$ cat config.mk
export PLATFORM = sky130hd
export DESIGN_NAME = mgmt_phy_controller
export DESIGN_NICKNAME = d
export VERILOG_FILES = /design/src/rtl/mgmt_phy_controller.sv
export SDC_FILE = /design/constraint.sdc
export NUM_CORES = 1
export LEC_CHECK = 0
export CAP_MARGIN = 20
export CORE_UTILIZATION = 23
export CTS_CLUSTER_SIZE = 10
export DETAILED_ROUTE_END_ITERATION = 12
export PLACE_DENSITY_LB_ADDON = 0.25
export SKIP_CTS_REPAIR_TIMING = 1
export SLEW_MARGIN = 10
export SYNTH_ARGS = -nofsm -noshare
export SYNTH_HDL_FRONTEND = slang
export SYNTH_SLANG_ARGS = --single-unit
$ cat constraint.sdc
create_clock -name clk -period 2 [get_ports clk]
set_input_delay 0.3 -clock clk [delete_from_list [all_inputs] [get_ports clk]]
set_output_delay 0.3 -clock clk [all_outputs]
set_load 0.02 [all_outputs]
$ cat src/rtl/mgmt_phy_controller.sv
// mgmt_phy_controller: link bring-up FSM (comma hunt, detect, speed, advertise, configure, operational).
// Optional MGMT_PHY_CTRL_CONFIG_RETRY_LIMIT_EN: bound CONFIGURE timeouts to 8 before declaring link lost.
`default_nettype none

module mgmt_phy_controller #(
  parameter logic [3:0]  FRAME_LENGTH = 4'd15,
  parameter logic [15:0] TIMER_1MS    = 16'd60000
) (
  input  logic       clk,
  input  logic       reset,
  input  logic       aligned,
  input  logic       frame_crc_err,
  input  logic       crc_consec_loss,
  input  logic       unexpected_frame_error,
  input  logic       link_detect_locked,
  input  logic       detect_255_sent,
  input  logic       link_speed_locked,
  input  logic       link_speed_timeout,
  input  logic       advertise_locked,
  input  logic       accept_frm_recv,
  input  logic [3:0] tx_frm_offset,
  input  logic       change_freq_st,
  input  logic       pll_configuration_done,
  input  logic       local_software_reset,
  input  logic       remote_software_reset,
  input  logic       auto_move_config,
  input  logic       trigger_config_st,
  output logic       pll_reconfig,
  output logic       configure_send,
  output logic [3:0] link_state
);

  typedef enum logic [3:0] {
    ST_INIT              = 4'd0,
    ST_COMMA_HUNTING     = 4'd1,
    ST_DETECT            = 4'd2,
    ST_SPEED             = 4'd3,
    ST_SPEED_CHANGE      = 4'd4,
    ST_ADVERTISE         = 4'd5,
    ST_WAIT_IN_ADVERTISE = 4'd6,
    ST_CONFIGURE         = 4'd7,
    ST_OPERATIONAL       = 4'd8,
    ST_OPERATIONAL_RESET = 4'd9,
    ST_LINK_LOST         = 4'd10
  } state_t;

  state_t      state_q, state_d;
  logic [15:0] timer_q, timer_d;
  logic        pll_reconfig_q, configure_send_q;
  logic [3:0]  link_state_q;
  logic        err, fe, timer_done, timer_run;

`ifdef MGMT_PHY_CTRL_CONFIG_RETRY_LIMIT_EN
  logic [2:0]  retry_q, retry_d;
`endif

  assign err        = crc_consec_loss | (unexpected_frame_error & ~frame_crc_err);
  assign fe         = (tx_frm_offset == FRAME_LENGTH);
  assign timer_done = (timer_q >= TIMER_1MS);

  always_comb begin
    state_d   = state_q;
    timer_run = 1'b0;
`ifdef MGMT_PHY_CTRL_CONFIG_RETRY_LIMIT_EN
    retry_d   = retry_q;
`endif
    case (state_q)
      ST_INIT: if (pll_configuration_done) state_d = ST_COMMA_HUNTING;
      ST_COMMA_HUNTING: begin
        if (aligned) begin
          state_d = change_freq_st ? ST_ADVERTISE : ST_DETECT;
        end else if (change_freq_st) begin
          timer_run = 1'b1;
          if (timer_done) state_d = ST_LINK_LOST;
        end
      end
      ST_DETECT: begin
        if (err) state_d = ST_LINK_LOST;
        else if (link_detect_locked && detect_255_sent && fe) state_d = ST_SPEED;
      end
      ST_SPEED: begin
        if (err || link_speed_timeout) state_d = ST_LINK_LOST;
        else if (link_speed_locked && fe) state_d = ST_SPEED_CHANGE;
      end
      // The PLL wrapper resets this block once the new frequency is up.
      ST_SPEED_CHANGE: state_d = ST_SPEED_CHANGE;
      ST_ADVERTISE: begin
        timer_run = 1'b1;
        if (err) state_d = ST_LINK_LOST;
        else if (timer_done) begin
          if (!advertise_locked) state_d = ST_LINK_LOST;
          else if (!auto_move_config) state_d = ST_WAIT_IN_ADVERTISE;
          else if (fe) state_d = ST_CONFIGURE;
        end
      end
      ST_WAIT_IN_ADVERTISE: begin
        if (err) state_d = ST_LINK_LOST;
        else if (trigger_config_st && fe) state_d = ST_CONFIGURE;
      end
      ST_CONFIGURE: begin
        timer_run = 1'b1;
        if (err) state_d = ST_LINK_LOST;
        else if (accept_frm_recv) begin
          if (fe) state_d = ST_OPERATIONAL;
        end else if (timer_done && fe) begin
`ifdef MGMT_PHY_CTRL_CONFIG_RETRY_LIMIT_EN
          if (retry_q == 3'd7) begin
            state_d = ST_LINK_LOST;
          end else begin
            state_d = ST_ADVERTISE;
            retry_d = retry_q + 3'd1;
          end
`else
          state_d = ST_ADVERTISE;
`endif
        end
      end
      ST_OPERATIONAL: begin
        if (err) state_d = ST_LINK_LOST;
        else if (local_software_reset || remote_software_reset) state_d = ST_OPERATIONAL_RESET;
      end
      ST_OPERATIONAL_RESET: if (fe) state_d = ST_ADVERTISE;
      ST_LINK_LOST: state_d = ST_INIT;
      default: state_d = ST_INIT;
    endcase

`ifdef MGMT_PHY_CTRL_CONFIG_RETRY_LIMIT_EN
    if (state_d == ST_OPERATIONAL || state_d == ST_INIT) retry_d = 3'd0;
`endif

    // Timer restarts on every state change and saturates once done.
    if (!timer_run || state_d != state_q) timer_d = 16'd0;
    else if (timer_done) timer_d = timer_q;
    else timer_d = timer_q + 16'd1;
  end

  always_ff @(posedge clk or posedge reset) begin
    if (reset) begin
      state_q          <= ST_INIT;
      timer_q          <= 16'd0;
      pll_reconfig_q   <= 1'b0;
      configure_send_q <= 1'b0;
      link_state_q     <= 4'd0;
`ifdef MGMT_PHY_CTRL_CONFIG_RETRY_LIMIT_EN
      retry_q          <= 3'd0;
`endif
    end else begin
      state_q          <= state_d;
      timer_q          <= timer_d;
      pll_reconfig_q   <= (state_d == ST_INIT) || (state_d == ST_SPEED_CHANGE);
      configure_send_q <= (state_d == ST_CONFIGURE);
      link_state_q     <= state_d;
`ifdef MGMT_PHY_CTRL_CONFIG_RETRY_LIMIT_EN
      retry_q          <= retry_d;
`endif
    end
  end

  assign pll_reconfig   = pll_reconfig_q;
  assign configure_send = configure_send_q;
  assign link_state     = link_state_q;

endmodule

`default_nettype wire

Yosys cells after proc, flatten, opt, wreduce, memory -nomap -nowiden
Index checks and enable logic that the tools add are counted.

Input port bits: 22. Register bits: 22. Word-level logic and storage cells: 65.

Eq/ne operators: 14. Add/subtract/negate cells: 1. Reductions and logical operators: 13. Multiplexer cells: 29. Bitwise operators: 3. Order comparisons: 1.

Operators with widths (count): $mux W4 (22); $pmux W4 S10 (1); $mux W16 (2); $eq A4 B3 Y1 const B (6); $add A16 B1 Y16 const B (1); $ge A16 B16 Y1 const B (1); $eq A4 B4 Y1 const B (3); $eq A4 B2 Y1 const B (2); $logic_not A4 Y1 (2); $logic_and A1 B1 Y1 (5); $eq A4 B1 Y1 const B (1); $logic_or A1 B1 Y1 (4); $ne A4 B4 Y1 (1); $mux W3 (1); $mux W1 (2); $ne A2 B1 Y1 const B (1); $pmux W1 S2 (1); $reduce_or A2 Y1 (1); $and A1 B1 Y1 (1); $logic_not A1 Y1 (1); $not A1 Y1 (1); $or A1 B1 Y1 (1).

Depth between registers and ports, before layout
Depth in word-level cells: 10. Gate-level depth with buffers: 8. Gate-level depth less buffers: 6.

Worst setup path after synthesis
Ideal clock, no wire load.

Path type: flip-flop to flip-flop. From: register link_state[3] (netlist name). To: register timer_q[0]. Arrival time: 1906 ps. Path buffers: 1. Stages on the path, launching flop included: 8. Slack: -22 ps. Period minus slack after synthesis: 2022 ps. Cell sequence: dfrtp_1 nor4b_2 nand2_1 a211oi_2 nor2_1 a211oi_4 buf_6 nor2_1.

RTL lines: end signal, assigned (line 149) `timer_q <= timer_d;`; end, declared (line 48) `logic [15:0] timer_q, timer_d;`.

Worst setup path in the final report
From: input tx_frm_offset[0]. To: register configure_send_q, in the netlist configure_send.

Word-level cells in the longest chain between the ends: 8. Elaborated cells between the ends (all ways): 23. Classes of those cells: eq/ne: 2; mux: 17; reduce/logical: 4.

RTL lines: start, declared (line 21) `input logic [3:0] tx_frm_offset,`; $eq A4 B4 Y1 * (line 58) `assign fe = (tx_frm_offset == FRAME_LENGTH);`; $mux W4 (line 93) `else if (fe) state_d = ST_CONFIGURE;`; $mux W4 (line 92) `else if (!auto_move_config) state_d = ST_WAIT_IN_ADVERTISE;`; $mux W4 (line 91) `if (!advertise_locked) state_d = ST_LINK_LOST;`; $mux W4 (line 90) `else if (timer_done) begin`; $mux W4 (line 89) `if (err) state_d = ST_LINK_LOST;`; $pmux W4 S10 * (line 67) `case (state_q)`; via state_d[1] (line 47) `state_t state_q, state_d;`; $eq A4 B3 Y1 * (line 151) `configure_send_q <= (state_d == ST_CONFIGURE);`; end signal, assigned (line 151); end, declared (line 49) `logic pll_reconfig_q, configure_send_q;`.

Mark *: on every way through the listed nets, which the timed path passes. The rest lies on a longest branch. A chain may end at the register's enable or synchronous reset.

==> metrics.yaml <==
status: "finished, violations left"
violations: "negative setup slack"
clkTransAtPathRegs_ns: 0.08
crit_path_frequent_cell: "and3_4"
die_h_um: 86.55
synth-main-ff-cell: "dfrtp_1"
dp_hpwl_mm: 3.197
r2r_slack_ns: -0.01
p_leak_nw: 0.9716
worst-path-buf-inv: 1
dpl.cell_count: 331
cpPeakStageDelay_ns: 0.45
r2r-start: "link_state[3]$_DFF_PP0_"
grt_overflow_total: 0
synth_edf_count: 0
tightest_slew_ns: 0.3901
arrival_ns: 2.19
rsz0062_at_grt: "true"
ys_warn_count: 0
clock_latency_ns: 0.27
p_total_mw: 2.315
port_buffers: 27
finClkSkew_ns: 0.002104
rows: 30
fin_crit_sh_pct: 101.1
crit_family: "simple AND/OR/NAND/NOR gates"
clockBufferDepth: 2
dr.pass1.iters: 4
area_growth_pct: 51.75
grt_pass1_wl_mm: 7.355
first_iter_violations: 67
synth_nets: 209
cts-root-buf: "clkbuf_8"
worstPathMaxFanout: 5
setup.worst_path.start_class: "input port"
reg2reg_depth: 8
drive_above_1_share_pct: 30.08
final_core_util_pct: 36.52
relSlewSlack_pct: 73.88
crit_chain: "clkdlybuf4s50_1, and4_4, nand2_2, o31ai_4, and3_4, or3b_4, and3_4"
place_area_um2: 2257
setup.worst_path.start: "tx_frm_offset[0]"
nNetsFinal: 271
num_vias: 1567
cts_made_buffers: 3
final-hold-violation-count: 0
synth_cells: 185
drc: 0
ir_drop_mv: 0.2758
routedWlPerCell_um: 13.15
htreeDepth: 1
place_ws_ns: -0.3876
worst-setup-path-type: "input port to flop"
grt_max_degree: 23
synth.cell_area_um2: 1644
instances_no_fill: 342
post-route-cell-area_um2: 2495
yosys.cell_types.count: 55
yosysSeqAreaShare_pct: 33.49
grt_pass1_vias: 1521
async_flop_share_pct: 100.0
antenna_found_initial: 0
cts_tree: "built"
dieArea_um2: 7490
syn_avg_cell_area_um2: 8.887
maxCapViolations: 0
ys_ff_latch: 22
gp_congestion: 0.8160
fin_crit_ns: 2.022
via_per_inst: 4.582
hold_class: "input port to async pin"
setup_tns_ns: -0.02775
ios: 28
fmax_mhz: 494.5
clock_sinks: 22
core_area_um2: 6832
finalWorstSetupSlack_ns: -0.02226
slowest_stage: "clkdlybuf4s50_1"
ant_nets: 0
crit_required_ns: 2.16
die_w_um: 86.55
holdWs_ns: 0.3671
maxSlewViolCount: 0
diodes: 0
r2r_end: "timer_q[14]$_DFFE_PP0P_"
fill_cells: 720
finalSetupViolCount: 2
start_util_pct: 24.07
cp-end-kind: "flop"
track_usage_pct: 12.34
power_density_nw_per_um2: 927.9
wirelength_mm: 4.497
## worst max-delay path by stage
stage                                     endpoint  slack, ns  depth (start not counted)
after floorplan             timer_q[0]$_DFFE_PP0P_      0.004                          7
after global placement      pll_reconfig$_DFF_PP0_      -0.37                          7
after detailed placement  configure_send$_DFF_PP0_      -0.39                          7
after CTS                 configure_send$_DFF_PP0_      -0.11                          7
after global routing       timer_q[12]$_DFFE_PP0P_       -0.1                          7
final                     configure_send$_DFF_PP0_      -0.02                          7
## layout make-up
type                    count  area [µm²]  area share, %
multi-input cells         144        1125          45.09
inverters                   8       30.03          1.204
repair buffers             68       611.8          24.52
well taps                  96       120.1          4.814
flip-flops and latches     22       553.0          22.17
clock buffers               4       55.05          2.207
## registers in the layout (all words and copies together) (netlist names)
signal / cells
timer_q: 16
link_state: 4
configure_send: 1
pll_reconfig: 1
## power by group
group	internal, mW	total (mW)	leakage, nW	switching (mW)
Sequential	0.497	0.582	0.298	0.0851
Combinational	0.734	1.41	0.644	0.674
Clock	0.176	0.324	0.0288	0.149
## cell usage after synthesis (4+ instances only)
library cell	count	area (µm²)
inv_1	8	30.03
a31oi_1	4	25.02
and3_1	4	25.02
o2111ai_1	4	35.03
nand2_1	20	75.07
o211ai_1	4	30.03
nor3_1	4	20.02
xnor2_1	14	122.6
dfrtp_1	22	550.5
nor3b_1	8	60.06
buf_4	4	30.03
nor2_1	22	82.58
a21oi_1	4	20.02
buf_2	4	20.02
o21ai_0	6	30.03
## cells in the final DEF, fill, tap and decap left out, drive strengths merged, types with 2 or more instances in the layout
cell / synthesis / routed
buf: 9 / 41
clkdlybuf4s50: 0 / 25
nor2: 22 / 22
dfrtp: 22 / 22
nand2: 20 / 20
xnor2: 14 / 14
inv: 8 / 8
nor3b: 8 / 8
o21ai: 7 / 7
o211ai: 5 / 5
and3: 5 / 5
a21oi: 4 / 4
o2111ai: 4 / 4
clkbuf: 2 / 4
nor3: 4 / 4
a31oi: 4 / 4
and2: 3 / 3
nand3: 3 / 3
nand4b: 3 / 3
nor2b: 3 / 3
a211oi: 3 / 3
nor4: 2 / 2
o21a: 2 / 2
a211o: 2 / 2
nand3b: 2 / 2
o31a: 2 / 2
ha: 2 / 2
dlymetal6s2s: 0 / 2
## kinds of logic (layout without fill, tap and decap cells)
group	Yosys count	in the layout	share of synthesized area (%)
XOR/XNOR	14	14	7.458
flip-flops	22	22	33.49
adder cells (fa/ha/maj)	2	2	1.522
AO/OA/AOI/OAI	43	43	21.92
buffers and inverters	19	80	6.012
multiplexers	1	1	0.6089
AND/OR/NAND/NOR	84	84	29.00
## routing by layer
metal	up-vias	routed length (µm)	track usage, %
li1	786	-	-
met1	746	2196	17.26
met2	32	2124	19.70
met3	3	146	1.238
met4	0	29	4.545
met5	-	0	0
## worst min-delay path, stage by stage
cell,delay (ns)
clkdlybuf4s50_1,0.39
inv_1,0.05
buf_4,0.28
Note: power is estimated with default switching activity, not from simulation.
